**config.mk**
```make
export PLATFORM = sky130hd
export DESIGN_NAME = mux8_serial_sequencer
export DESIGN_NICKNAME = d
export VERILOG_FILES = /design/src/rtl/mux8_pkg.sv /design/src/rtl/mux8_ser_outreg.sv /design/src/rtl/mux8_serial_sequencer.sv
export SDC_FILE = /design/constraint.sdc
export NUM_CORES = 1
export LEC_CHECK = 0
export ABC_AREA = 1
export CAP_MARGIN = 20
export CORE_MARGIN = 5
export CORE_UTILIZATION = 47
export CTS_BUF_LIST = sky130_fd_sc_hd__clkbuf_4 sky130_fd_sc_hd__clkbuf_8
export CTS_CLUSTER_DIAMETER = 100
export DETAILED_ROUTE_END_ITERATION = 10
export PLACE_DENSITY = 0.86
export SKIP_LAST_GASP = 1
export SYNTH_ARGS = -nofsm -noshare
export SYNTH_HDL_FRONTEND = slang
export SYNTH_HIERARCHICAL = 1
export SYNTH_SLANG_ARGS = --single-unit
export TNS_END_PERCENT = 100
```
**constraint.sdc**
```tcl
create_clock -name clk -period 2.8 [get_ports clk]
set_input_delay 0.56 -clock clk [delete_from_list [all_inputs] [get_ports clk]]
set_output_delay 0.56 -clock clk [all_outputs]
set_load 0.05 [all_outputs]
```
**src/rtl/mux8_pkg.sv**
```systemverilog
// Shared types and helpers for the 8:1 mux serial sequencer.
package mux8_pkg;

    localparam int SEL_W  = 3;
    localparam int DATA_W = 8;

    typedef enum logic [1:0] {
        IDLE  = 2'd0,
        SHIFT = 2'd1,
        GAP   = 2'd2
    } state_t;

    typedef struct packed {
        logic s0;
        logic s1;
        logic s2;
    } sel_t;

    // s0 carries the index MSB and s2 the LSB, matching the mux pinout.
    function automatic sel_t split_index(input logic [SEL_W-1:0] index);
        sel_t sel;
        sel.s0 = index[2];
        sel.s1 = index[1];
        sel.s2 = index[0];
        return sel;
    endfunction

endpackage

```
**src/rtl/mux8_ser_outreg.sv**
```systemverilog
// Registered serial output stage: one data bit plus first/last framing with valid/ready.
module mux8_ser_outreg (
    input  logic clk,
    input  logic rst_n,
    input  logic load,
    input  logic load_data,
    input  logic load_first,
    input  logic load_last,
    input  logic ready,
    output logic advance,
    output logic valid,
    output logic data,
    output logic first,
    output logic last
);

    assign advance = !valid || ready;

    // A new sample replaces the register; otherwise a consumed bit clears valid while payload holds.
    always_ff @(posedge clk or negedge rst_n) begin
        if (!rst_n) begin
            valid <= 1'b0;
            data  <= 1'b0;
            first <= 1'b0;
            last  <= 1'b0;
        end else if (load) begin
            valid <= 1'b1;
            data  <= load_data;
            first <= load_first;
            last  <= load_last;
        end else if (ready) begin
            valid <= 1'b0;
        end
    end

endmodule

```
**src/rtl/mux8_serial_sequencer.sv**
```systemverilog
// Upstream controller for the 8:1 mux: holds a word, walks the selects and serialises mux_y.
module mux8_serial_sequencer
    import mux8_pkg::*;
#(
    parameter bit          MSB_FIRST  = 1'b0,
    parameter int unsigned GAP_CYCLES = 0
) (
    input  logic              clk,
    input  logic              rst_n,
    input  logic              in_valid,
    output logic              in_ready,
    input  logic [DATA_W-1:0] in_data,
    output logic [DATA_W-1:0] mux_d,
    output logic              mux_s0,
    output logic              mux_s1,
    output logic              mux_s2,
    input  logic              mux_y,
    output logic              ser_valid,
    input  logic              ser_ready,
    output logic              ser_data,
    output logic              ser_first,
    output logic              ser_last
);

    localparam logic [SEL_W-1:0] START_IDX = MSB_FIRST ? 3'd7 : 3'd0;
    localparam logic [SEL_W-1:0] END_IDX   = MSB_FIRST ? 3'd0 : 3'd7;
    localparam logic [3:0]       GAP_LOAD  = 4'(GAP_CYCLES);
    localparam bit               HAS_GAP   = (GAP_CYCLES > 0);

    state_t             state;
    state_t             state_next;
    logic [SEL_W-1:0]   index;
    logic [SEL_W-1:0]   index_next;
    logic [3:0]         gap_cnt;
    logic [3:0]         gap_cnt_next;
    logic [DATA_W-1:0]  word_q;
    logic [DATA_W-1:0]  word_next;
    logic               load;
    logic               advance;
    sel_t               sel;

    assign in_ready = (state == IDLE);
    assign mux_d    = word_q;
    assign sel      = split_index(index);
    assign mux_s0   = sel.s0;
    assign mux_s1   = sel.s1;
    assign mux_s2   = sel.s2;

    // State, select index, gap counter and held word registers.
    always_ff @(posedge clk or negedge rst_n) begin
        if (!rst_n) begin
            state   <= IDLE;
            index   <= '0;
            gap_cnt <= '0;
            word_q  <= '0;
        end else begin
            state   <= state_next;
            index   <= index_next;
            gap_cnt <= gap_cnt_next;
            word_q  <= word_next;
        end
    end

    // Next-state logic: accept in IDLE, sample one bit per advance in SHIFT, count down in GAP.
    always_comb begin
        state_next   = state;
        index_next   = index;
        gap_cnt_next = gap_cnt;
        word_next    = word_q;
        load         = 1'b0;
        case (state)
            IDLE: begin
                if (in_valid) begin
                    word_next  = in_data;
                    index_next = START_IDX;
                    state_next = SHIFT;
                end
            end
            SHIFT: begin
                if (advance) begin
                    load = 1'b1;
                    if (index == END_IDX) begin
                        if (HAS_GAP) begin
                            state_next   = GAP;
                            gap_cnt_next = GAP_LOAD;
                        end else begin
                            state_next = IDLE;
                        end
                    end else if (MSB_FIRST) begin
                        index_next = index - 3'd1;
                    end else begin
                        index_next = index + 3'd1;
                    end
                end
            end
            GAP: begin
                gap_cnt_next = gap_cnt - 4'd1;
                if (gap_cnt <= 4'd1) begin
                    state_next = IDLE;
                end
            end
            default: begin
                state_next = IDLE;
            end
        endcase
    end

    mux8_ser_outreg u_outreg (
        .clk        (clk),
        .rst_n      (rst_n),
        .load       (load),
        .load_data  (mux_y),
        .load_first (index == START_IDX),
        .load_last  (index == END_IDX),
        .ready      (ser_ready),
        .advance    (advance),
        .valid      (ser_valid),
        .data       (ser_data),
        .first      (ser_first),
        .last       (ser_last)
    );

endmodule

```
# == After elaboration in Yosys (flattened, before gate mapping) ==
# Cells that the tools add are included.
# W data, S select, Z words.
# word_totals
reg_bits,21
latch_bits,0
mem_bits_rw,0
romBits,0
in_bits,13
out_inout_bits,16
wordCells,41
mem_count,0
# classes
addsub,2
n_mul,0
div,0
n_lt_le_gt_ge,1
eq_ne,8
n_shift,0
muxes,13
bitwise_logic,0
n_reduce_logical,9
# op_table
operator,count
$mux W3,3
$mux W2,4
$ne A2 B2 Y1 const B,4
$reduce_and A4 Y1,2
$pmux W2 S3,1
$pmux W3 S2,1
$le A4 B1 Y1 const B,1
$mux W1,4
$reduce_bool A2 Y1,2
$sub A4 B1 Y4 const B,1
$add A3 B1 Y3 const B,1
$eq A3 B3 Y1 const B,1
$logic_not A3 Y1,1
$eq A2 B1 Y1 const B,1
$eq A2 B2 Y1 const B,1
$logic_not A2 Y1,1
$ne A2 B1 Y1 const B,1
$reduce_and A2 Y1,1
$logic_not A1 Y1,1
$logic_or A1 B1 Y1,1

# == Longest topological paths before layout ==
# Gate-level depths: netlist of the first run.
# depth
word_depth,5
ltp_mapped,7
depth_no_buf,7

# == Modules after synthesis ==
# Netlist of the first run, hierarchy kept.
# modules_own_cells
mod,instances,cells_per_inst,area_per_inst_um2,seq_area_each_um2
mux8_serial_sequencer,1,64,566.8,300.3
mux8_ser_outreg,1,17,148.9,100.1

# == Worst setup path after synthesis of the first run ==
# No wires, ideal clock.
# synth_timing
path_kind,flip-flop to flip-flop
from,register index[1]
to,register index[2]
setup_ns,0.120
t_arrival_ns,1.355
t_required_ns,2.680
slack_ns,1.325
path_stages_with_launch,7
n_path_buf,0
period_less_slack_ns,1.475
path_cell_list,dfrtp_1 > ha_1 > ha_1 > inv_1 > nand3_1 > nand3_1 > nand2_1
# synth_via
elab_chain_len,4
# synth_rtl
item,line_no,text
"start, declared",mux8_serial_sequencer.sv:32,logic [SEL_W-1:0] index;
"start signal, assigned",mux8_serial_sequencer.sv:58,index <= index_next;
$add A3 B1 Y3,mux8_serial_sequencer.sv:92,index_next = index + 3'd1;
$mux W3,mux8_serial_sequencer.sv:82,if (index == END_IDX) begin
$mux W3,mux8_serial_sequencer.sv:80,if (advance) begin
$pmux W3 S2,mux8_serial_sequencer.sv:71,case (state)
# Several ways; a longest one is shown, not always the timed one. The select of a mux whose other input is x is not followed.
# A chain may end at the register's enable or synchronous reset.

# == Worst setup path in the final report of the first run ==
# layout_timing
from,register state[0]
to,output port in_ready
# layout_via
elab_chain_len,1
# layout_rtl
item,line_no,text
"start, declared",mux8_serial_sequencer.sv:30,state_t state;
"start signal, assigned",mux8_serial_sequencer.sv:57,state <= state_next;
$logic_not A2 Y1,mux8_serial_sequencer.sv:42,assign in_ready = (state == IDLE);
"end, declared",mux8_serial_sequencer.sv:11,"output logic in_ready,"
# No other way between the ends.

==> results_tabular.tex, run 1 <==
\begin{tabular}{lr}
\hline
Metric & Value \\
\hline
\multicolumn{2}{l}{\textbf{Logic synthesis}} \\
Top post-synthesis cells by count & sky130\_fd\_sc\_hd\_\_nand2\_1 (37), sky130\_fd\_sc\_hd\_\_dfrtp\_1 (16), sky130\_fd\_sc\_hd\_\_nand3\_1 (11) \\
Share of the synthesized area in the top cell type & 0.5594 \\
Most used standard cell by instance count after synthesis & sky130\_fd\_sc\_hd\_\_nand2\_1 \\
Fraction of the mapped netlist area in simple logic gates & 0.3112 \\
Post-synth net total & 97 \\
Share of synthesized area occupied by flip-flops and latches & 0.5594 \\
Arithmetic-cell share of the synthesized area counting full adders, half adders and majority gates & 0.05245 \\
Async SR Flop Fraction & 1.000 \\
Biggest area contributors in the synthesized netlist & sky130\_fd\_sc\_hd\_\_dfrtp\_1 (56\%), sky130\_fd\_sc\_hd\_\_nand2\_1 (19\%), sky130\_fd\_sc\_hd\_\_nand3\_1 (7.7\%), sky130\_fd\_sc\_hd\_\_ha\_1 (5.2\%), sky130\_fd\_sc\_hd\_\_inv\_1 (3.1\%) \\
Yosys warns & 6 \\
Number of synthesized register bits & 16 \\
Number of distinct library cell variants in the gate-level netlist after synthesis & 11 \\
Main combinational cell family by area after synthesis & simple AND/OR/NAND/NOR gates \\
Parity-gate share of the synthesized area counting xor and xnor cells & 0 \\
Count of flip-flops with a built-in enable after synthesis & 0 \\
Cell area after technology mapping & 715.7 µm² \\
Gate count after technology mapping & 81 \\
Syn Area/Cell & 8.836 µm² \\
Mux cell area share after synthesis & 0 \\
Compound-cell area share of the yosys netlist & 0 \\
Library cell occupying the most area in the post-synthesis netlist & sky130\_fd\_sc\_hd\_\_dfrtp\_1 \\
Prevailing post-synth register cell & sky130\_fd\_sc\_hd\_\_dfrtp\_1 \\
\multicolumn{2}{l}{\textbf{Placement}} \\
Count of buffers from port buffering & 28 \\
Post-detailed-placement half-perimeter wirelength & 1155 µm \\
Number of cells after detailed placement & 123 \\
Routability congestion estimate from global placement & 0.6809 \\
\multicolumn{2}{l}{\textbf{Critical path}} \\
Worst r2r path cells & 6 \\
Worst R2R Setup Slack & 1490 ps \\
Longest individual stage delay on the worst path & 840 ps \\
Critical path cell sequence & inv\_2 -> clkdlybuf4s50\_1 \\
Slowest stage cell, crit path & sky130\_fd\_sc\_hd\_\_clkdlybuf4s50\_1 \\
Critical path fanouts, max & 10 \\
Critical Path Start Type & flop \\
Worst setup path class & reg -> out \\
Buffers and inverters on the worst path & 2 \\
Worst path depth & 2 \\
Critical Path Sink Type & output port \\
Endpoint arrival time on the critical path & 1710 ps \\
Family of cells with the greatest summed delay on the critical path & buffers and inverters \\
Worst Path Required & 2240 ps \\
\multicolumn{2}{l}{\textbf{Power}} \\
Net switching component of the power & 0.6916 mW \\
Power share of the sequential group & 0.295 \\
LEAKAGE & 0.5380 nW \\
Design internal power & 0.6726 mW \\
Worst supply voltage drop on vdd & 0.0007131 V \\
Part of the total power dissipated in combinational logic & 0.593 \\
Sw frac & 0.5070 \\
Pwr Total & 1.364 mW \\
PD cells & 1328 nW/µm² \\
Clock group share of total power & 0.112 \\
\multicolumn{2}{l}{\textbf{Clock network}} \\
Hold-fix buffers, CTS & 0 \\
CTS Root Buffer Type & sky130\_fd\_sc\_hd\_\_clkbuf\_4 \\
Number of buffers created by CTS & 3 \\
H-tree levels & 1 \\
Post-CTS sizing & 0 \\
Sinks on Clock Net & 16 \\
Setup Buffers After CTS & 0 \\
Clock latency on the worst-skew pair & 290 ps \\
Clock-pin slew reported for the worst setup and hold paths after clock tree synthesis & 90 ps \\
CTS tree & done \\
Worst-case clock buffer depth & 2 \\
\multicolumn{2}{l}{\textbf{Routing}} \\
Detailed route wirelength on metal3 & 129 µm \\
Via total after detailed routing & 598 \\
Drt initial violations & 18 \\
Post-DR vias/cell & 4.709 \\
1st-pass router iterations & 4 \\
Top sig layer & met4 \\
Post-detailed-routing wire length & 1468 µm \\
Met2 layer wire length in the routed design & 698 µm \\
Number of design rule violations left after detail routing & 0 \\
Number of nets with antenna violations after routing & 0 \\
Routed WL per cell & 11.56 µm \\
Sum of routed wire segments on met1 & 631 µm \\
\multicolumn{2}{l}{\textbf{GRT}} \\
Wire length of the first global-routing pass & 2615 µm \\
Number of global-route vias before repair & 651 \\
Global routing usage summed across all routing layers & 0.1371 \\
Number of antenna violations at the first check in global routing & 0 \\
Gr ovfl total & 0 \\
Maximum number of pins on one net before global-route repair & 17 \\
\multicolumn{2}{l}{\textbf{STA}} \\
Slew at the pin with the worst max-slew slack & 700.4 ps \\
Shortest period the worst path allows & 2273 ps \\
Final Slew Violations & 0 \\
Final count of negative-setup-slack endpoints & 0 \\
Rel. slew slack & 0.5316 \\
Setup Total Neg Slack & 0 ps \\
Count of endpoints failing hold in the final timing report & 0 \\
Final clock skew & 5.330 ps \\
Period Utilization, post-route & 0.8117 \\
Unrepaired setup endpoints after global routing & no \\
Top achievable clock speed & 0.4400 GHz \\
\multicolumn{2}{l}{\textbf{Layout}} \\
Share of final-layout standard cells stronger than drive strength 1 & 0.07207 \\
Nets@finish & 128 \\
Share of the core filled with cells & 0.6981 \\
Fillers & 119 \\
Area delta synth->final & 43.53\% \\
Combined flip-flop and latch cell area & 400.4 µm² \\
Number of standard cells in the layout, taps in and fillers out & 127 \\
Ant. Diodes & 0 \\
Multi-input gate area & 260.3 µm² \\
\multicolumn{2}{l}{\textbf{Floorplan}} \\
Die width & 49.02 µm \\
Die area & 2403 µm² \\
Top-level port count & 29 \\
Number of cell rows & 14 \\
Core box area & 1471 µm² \\
Height of the die & 49.02 µm \\
Starting density of the core & 0.4864 \\
\multicolumn{2}{l}{\textbf{Status}} \\
Run status & finished, final reports clean \\
\multicolumn{2}{l}{\textbf{Hold path}} \\
WHS Path Cells & 2 \\
Worst min-delay path category & reg -> reg \\
\multicolumn{2}{l}{\textbf{Flow run}} \\
Max Cap Viol & 0 \\
\hline
\end{tabular}
==> worst reg2reg max path, stage by stage (launching register included) <==
cell                      delay [ps]
sky130_fd_sc_hd__dfrtp_1         420
sky130_fd_sc_hd__ha_1            220
sky130_fd_sc_hd__ha_1            220
sky130_fd_sc_hd__inv_1            60
sky130_fd_sc_hd__nand3_1         130
sky130_fd_sc_hd__nand3_1         100
sky130_fd_sc_hd__nand2_1          50
==> power groups by stage <==
stage	sequential, mW	clock (mW)	combinational [mW]
floorplan	0.740	0	0.211
global placement	0.399	0	0.805
detailed placement	0.407	0	0.816
CTS	0.404	0.154	0.820
global route	0.418	0.168	0.864
finish	0.402	0.153	0.809
==> flip-flops by register name (all words and copies together), names as in the netlist <==
| register | cells |
|---|---|
| u_outreg/valid | 1 |
| mux_d | 8 |
| u_outreg/first | 1 |
| u_outreg/last | 1 |
| index | 3 |
| u_outreg/data | 1 |
| state | 1 |
==> cells in the final DEF, fill, tap and decap left out, drive strengths merged <==
| cell | Yosys | final |
|---|---|---|
| nor2 | 2 | 2 |
| nand3 | 12 | 12 |
| dfrtp | 16 | 16 |
| clkbuf | 1 | 4 |
| nand2 | 38 | 38 |
| clkdlybuf4s50 | 0 | 28 |
| inv | 8 | 8 |
| ha | 3 | 3 |
==> metal layers <==
metal	vias to the layer above	GRT usage
met5	-	0
met4	0	0.06726
met3	2	0.03364
met2	27	0.2326
met1	260	0.1589
li1	309	-
==> cell families after synthesis <==
| group | after synthesis |
|---|---|
| and+or+nand+nor | 52 |
| DFF | 16 |
| buffers and inverters | 10 |
| adders and majority gates | 3 |
==> cell type report <==
class,count,area share
Sequential cell,16,0.3898
Timing Repair Buffer,28,0.2728
Multi-Input combinational cell,55,0.2533
Clock buffer,4,0.03532
Inverter,8,0.02923
Tap cell,16,0.01949
==> path summary, 6_finish.rpt <==
path,from,end
worst min register to register,u_outreg/data,u_outreg/data
max in group asynchronous,rst_n,mux_d[7]
min in group asynchronous,rst_n,u_outreg/first
worst min-delay path,u_outreg/data,u_outreg/data
worst max register to register,index[1],index[2]
worst max-delay path,state[0],in_ready
==> per-stage QoR <==
| stage | hold WS [ps] | setup slack [ps] | cell area (µm²) |
|---|---|---|---|
| detailed placement | 457.3 | 853.7 | 991.0 |
| finish | 475.1 | 527.3 | 1027 |
| global route | 496.3 | 444.9 | 1027 |
| global placement | 453.3 | 863.7 | 991.0 |
| floorplan | 264.4 | 1325 | 715.7 |
| CTS | 479.8 | 521.5 | 1027 |
No activity file was read; power rests on OpenSTA's default activity.
==> run 2, diff against run 1 <==
--- a/config.mk
+++ b/config.mk
@@ -8,11 +8,11 @@
 export ABC_AREA = 1
 export CAP_MARGIN = 20
 export CORE_MARGIN = 5
-export CORE_UTILIZATION = 47
+export CORE_UTILIZATION = 43
 export CTS_BUF_LIST = sky130_fd_sc_hd__clkbuf_4 sky130_fd_sc_hd__clkbuf_8
 export CTS_CLUSTER_DIAMETER = 100
 export DETAILED_ROUTE_END_ITERATION = 10
-export PLACE_DENSITY = 0.86
+export PLACE_DENSITY = 0.8
 export SKIP_LAST_GASP = 1
 export SYNTH_ARGS = -nofsm -noshare
 export SYNTH_HDL_FRONTEND = slang
==> constraint.sdc (replaced) <==
create_clock -name clk -period 2.1 [get_ports clk]
set_input_delay 0.42 -clock clk [delete_from_list [all_inputs] [get_ports clk]]
set_output_delay 0.42 -clock clk [all_outputs]
set_load 0.05 [all_outputs]
==> results_tabular.tex, run 2 (synthesis results as in run 1) <==
\begin{tabular}{lr}
\hline
Metric & Value \\
\hline
\multicolumn{2}{l}{\textbf{Clock network}} \\
Clock latency on the worst-skew pair & 280 ps (about the same) \\
Worst-case clock buffer depth & 2 (unchanged) \\
H-tree levels & 1 (unchanged) \\
Hold-fix buffers, CTS & 0 (unchanged) \\
Setup Buffers After CTS & 0 (unchanged) \\
Clock-pin slew reported for the worst setup and hold paths after clock tree synthesis & 90 ps (about the same) \\
Sinks on Clock Net & 16 (unchanged) \\
Post-CTS sizing & 0 (unchanged) \\
CTS tree & done \\
CTS Root Buffer Type & sky130\_fd\_sc\_hd\_\_clkbuf\_4 \\
Number of buffers created by CTS & 3 (unchanged) \\
\multicolumn{2}{l}{\textbf{Critical path}} \\
Endpoint arrival time on the critical path & 1530 ps (-180 ps) \\
Critical path fanouts, max & 4 (-6) \\
Critical Path Sink Type & output port \\
Slowest stage cell, crit path & sky130\_fd\_sc\_hd\_\_clkdlybuf4s50\_1 \\
Family of cells with the greatest summed delay on the critical path & buffers and inverters \\
Buffers and inverters on the worst path & 1 (-1) \\
Longest individual stage delay on the worst path & 830 ps (about the same) \\
Critical path cell sequence & clkdlybuf4s50\_1 \\
Critical Path Start Type & flop \\
Worst setup path class & reg -> out \\
Worst Path Required & 1680 ps (-560 ps) \\
\multicolumn{2}{l}{\textbf{STA}} \\
Top achievable clock speed & 0.5131 GHz \\
Setup Total Neg Slack & 0 ps (unchanged) \\
Final clock skew & 2.488 ps (-2.842 ps) \\
Final count of negative-setup-slack endpoints & 0 (unchanged) \\
Setup slack of the critical path after layout & 151.0 ps (-376.2 ps) \\
Period Utilization, post-route & 0.9281 \\
Count of endpoints failing hold in the final timing report & 0 (unchanged) \\
Slew at the pin with the worst max-slew slack & 513.7 ps (-186.8 ps) \\
Rel. slew slack & 0.6565 (+0.1249) \\
Final Slew Violations & 0 (unchanged) \\
Unrepaired setup endpoints after global routing & no \\
Shortest period the worst path allows & 1949 ps \\
\multicolumn{2}{l}{\textbf{Routing}} \\
Number of nets with antenna violations after routing & 0 (unchanged) \\
Routed WL per cell & 10.99 µm (-4.9\%) \\
Via total after detailed routing & 622 (+4.0\%) \\
Post-detailed-routing wire length & 1418 µm (-3.4\%) \\
1st-pass router iterations & 2 (-2) \\
Post-DR vias/cell & 4.822 (+2.4\%) \\
Drt initial violations & 8 (-10) \\
Number of design rule violations left after detail routing & 0 (unchanged) \\
\multicolumn{2}{l}{\textbf{Placement}} \\
Instance area at placement & 1003 µm² (+1.3\%) \\
Post-detailed-placement half-perimeter wirelength & 1133 µm (-1.9\%) \\
Pre-CTS setup slack & 470.2 ps (-383.4 ps) \\
Count of buffers from port buffering & 28 (unchanged) \\
Number of cells after detailed placement & 125 (+1.6\%) \\
Routability congestion estimate from global placement & 0.7399 (+8.7\%) \\
\multicolumn{2}{l}{\textbf{Layout}} \\
Commonest cells after routing, fill and taps aside & sky130\_fd\_sc\_hd\_\_nand2\_1 (37), sky130\_fd\_sc\_hd\_\_clkdlybuf4s50\_1 (27), sky130\_fd\_sc\_hd\_\_dfrtp\_1 (16), sky130\_fd\_sc\_hd\_\_nand3\_1 (11), sky130\_fd\_sc\_hd\_\_inv\_1 (6) \\
Leading cell type in the layout, fill and taps excluded & sky130\_fd\_sc\_hd\_\_nand2\_1 \\
Share of the core filled with cells & 0.6745 (-0.02362) \\
Area delta synth->final & 45.28\% \\
Number of standard cells in the layout, taps in and fillers out & 129 (+1.6\%) \\
Nets@finish & 130 (+1.6\%) \\
Number of flip-flops under the largest register name & 8 (unchanged) \\
Ant. Diodes & 0 (unchanged) \\
Post-route cell area & 1040 µm² (+1.2\%) \\
Share of final-layout standard cells stronger than drive strength 1 & 0.09735 (+0.02527) \\
\multicolumn{2}{l}{\textbf{GRT}} \\
Global routing usage summed across all routing layers & 0.1251 (-0.01204) \\
Gr ovfl total & 0 (unchanged) \\
Wire length of the first global-routing pass & 2449 µm (-6.3\%) \\
Number of global-route vias before repair & 599 (-8.0\%) \\
GR Util met2 & 0.1921 (-0.04046) \\
Maximum number of pins on one net before global-route repair & 17 (unchanged) \\
Met3 Use GR & 0.05621 (+0.02257) \\
GRT Max-Usage Layer & met2 \\
Number of antenna violations at the first check in global routing & 0 (unchanged) \\
GR Util met1 & 0.1402 (-0.01869) \\
\multicolumn{2}{l}{\textbf{Floorplan}} \\
Die width & 50.80 µm (+3.6\%) \\
Top-level port count & 29 (unchanged) \\
Starting density of the core & 0.4643 (-0.02211) \\
Core box area & 1541 µm² (+4.8\%) \\
Die area & 2580 µm² (+7.4\%) \\
Height of the die & 50.80 µm (+3.6\%) \\
Number of cell rows & 14 (unchanged) \\
\multicolumn{2}{l}{\textbf{Power}} \\
LEAKAGE & 0.5492 nW (+2.1\%) \\
PD cells & 1744 nW/µm² (+31\%) \\
Worst supply voltage drop on vdd & 0.001104 V (+55\%) \\
\multicolumn{2}{l}{\textbf{Flow run}} \\
Max Cap Viol & 0 (unchanged) \\
\multicolumn{2}{l}{\textbf{Status}} \\
Run status & finished, final reports clean \\
\multicolumn{2}{l}{\textbf{Hold path}} \\
Worst min-delay path category & in -> async \\
\hline
\end{tabular}
==> run 2: changes by cell type in the layout (fill, tap and decap cells not counted) <==
cell / before / now
sky130_fd_sc_hd__buf_4: 0 / 3
sky130_fd_sc_hd__clkdlybuf4s50_1: 28 / 27
==> run 2: path summary, 6_finish.rpt <==
path | startpoint | endpoint | slack, ps | depth (start not counted)
max in group asynchronous | rst_n | u_outreg/data | 1470 | 2
worst min-delay path | rst_n | index[2] | 450 | 2
worst max-delay path | index[1] | mux_s1 | 150 | 1
min in group clk | u_outreg/first | u_outreg/first | 480 | 2
worst max register to register | index[1] | index[2] | 780 | 6
worst min register to register | u_outreg/first | u_outreg/first | 480 | 2
==> run 2: where the power goes <==
part | switching [mW] | internal, mW | total [mW]
Combinational | 0.736 | 0.347 | 1.08
Sequential | 0.0870 | 0.445 | 0.532
Clock | 0.0931 | 0.105 | 0.199
==> run 2: final cells by class <==
type                    instances  area [µm²]
fillers                       143       501.7
flip-flops and latches         16       400.4
repair buffers                 30       292.8
multi-input cells              55       260.3
clock buffers                   4       36.28
inverters                       8       30.03
well taps                      16       20.02
==> run 2: per-layer routing <==
layer / part of all wire / wire length [µm]
met1: 0.41 / 587
met2: 0.46 / 647
met5: 0 / 0
met3: 0.12 / 172
met4: 0.0063 / 9
==> run 2: per-stage QoR <==
stage               hold slack, ps  power (mW)
finish                       449.9       1.814
global route                 451.3       1.936
CTS                          454.3       1.837
detailed placement           462.9       1.634
global placement             452.2       1.610
floorplan                    124.4       1.268
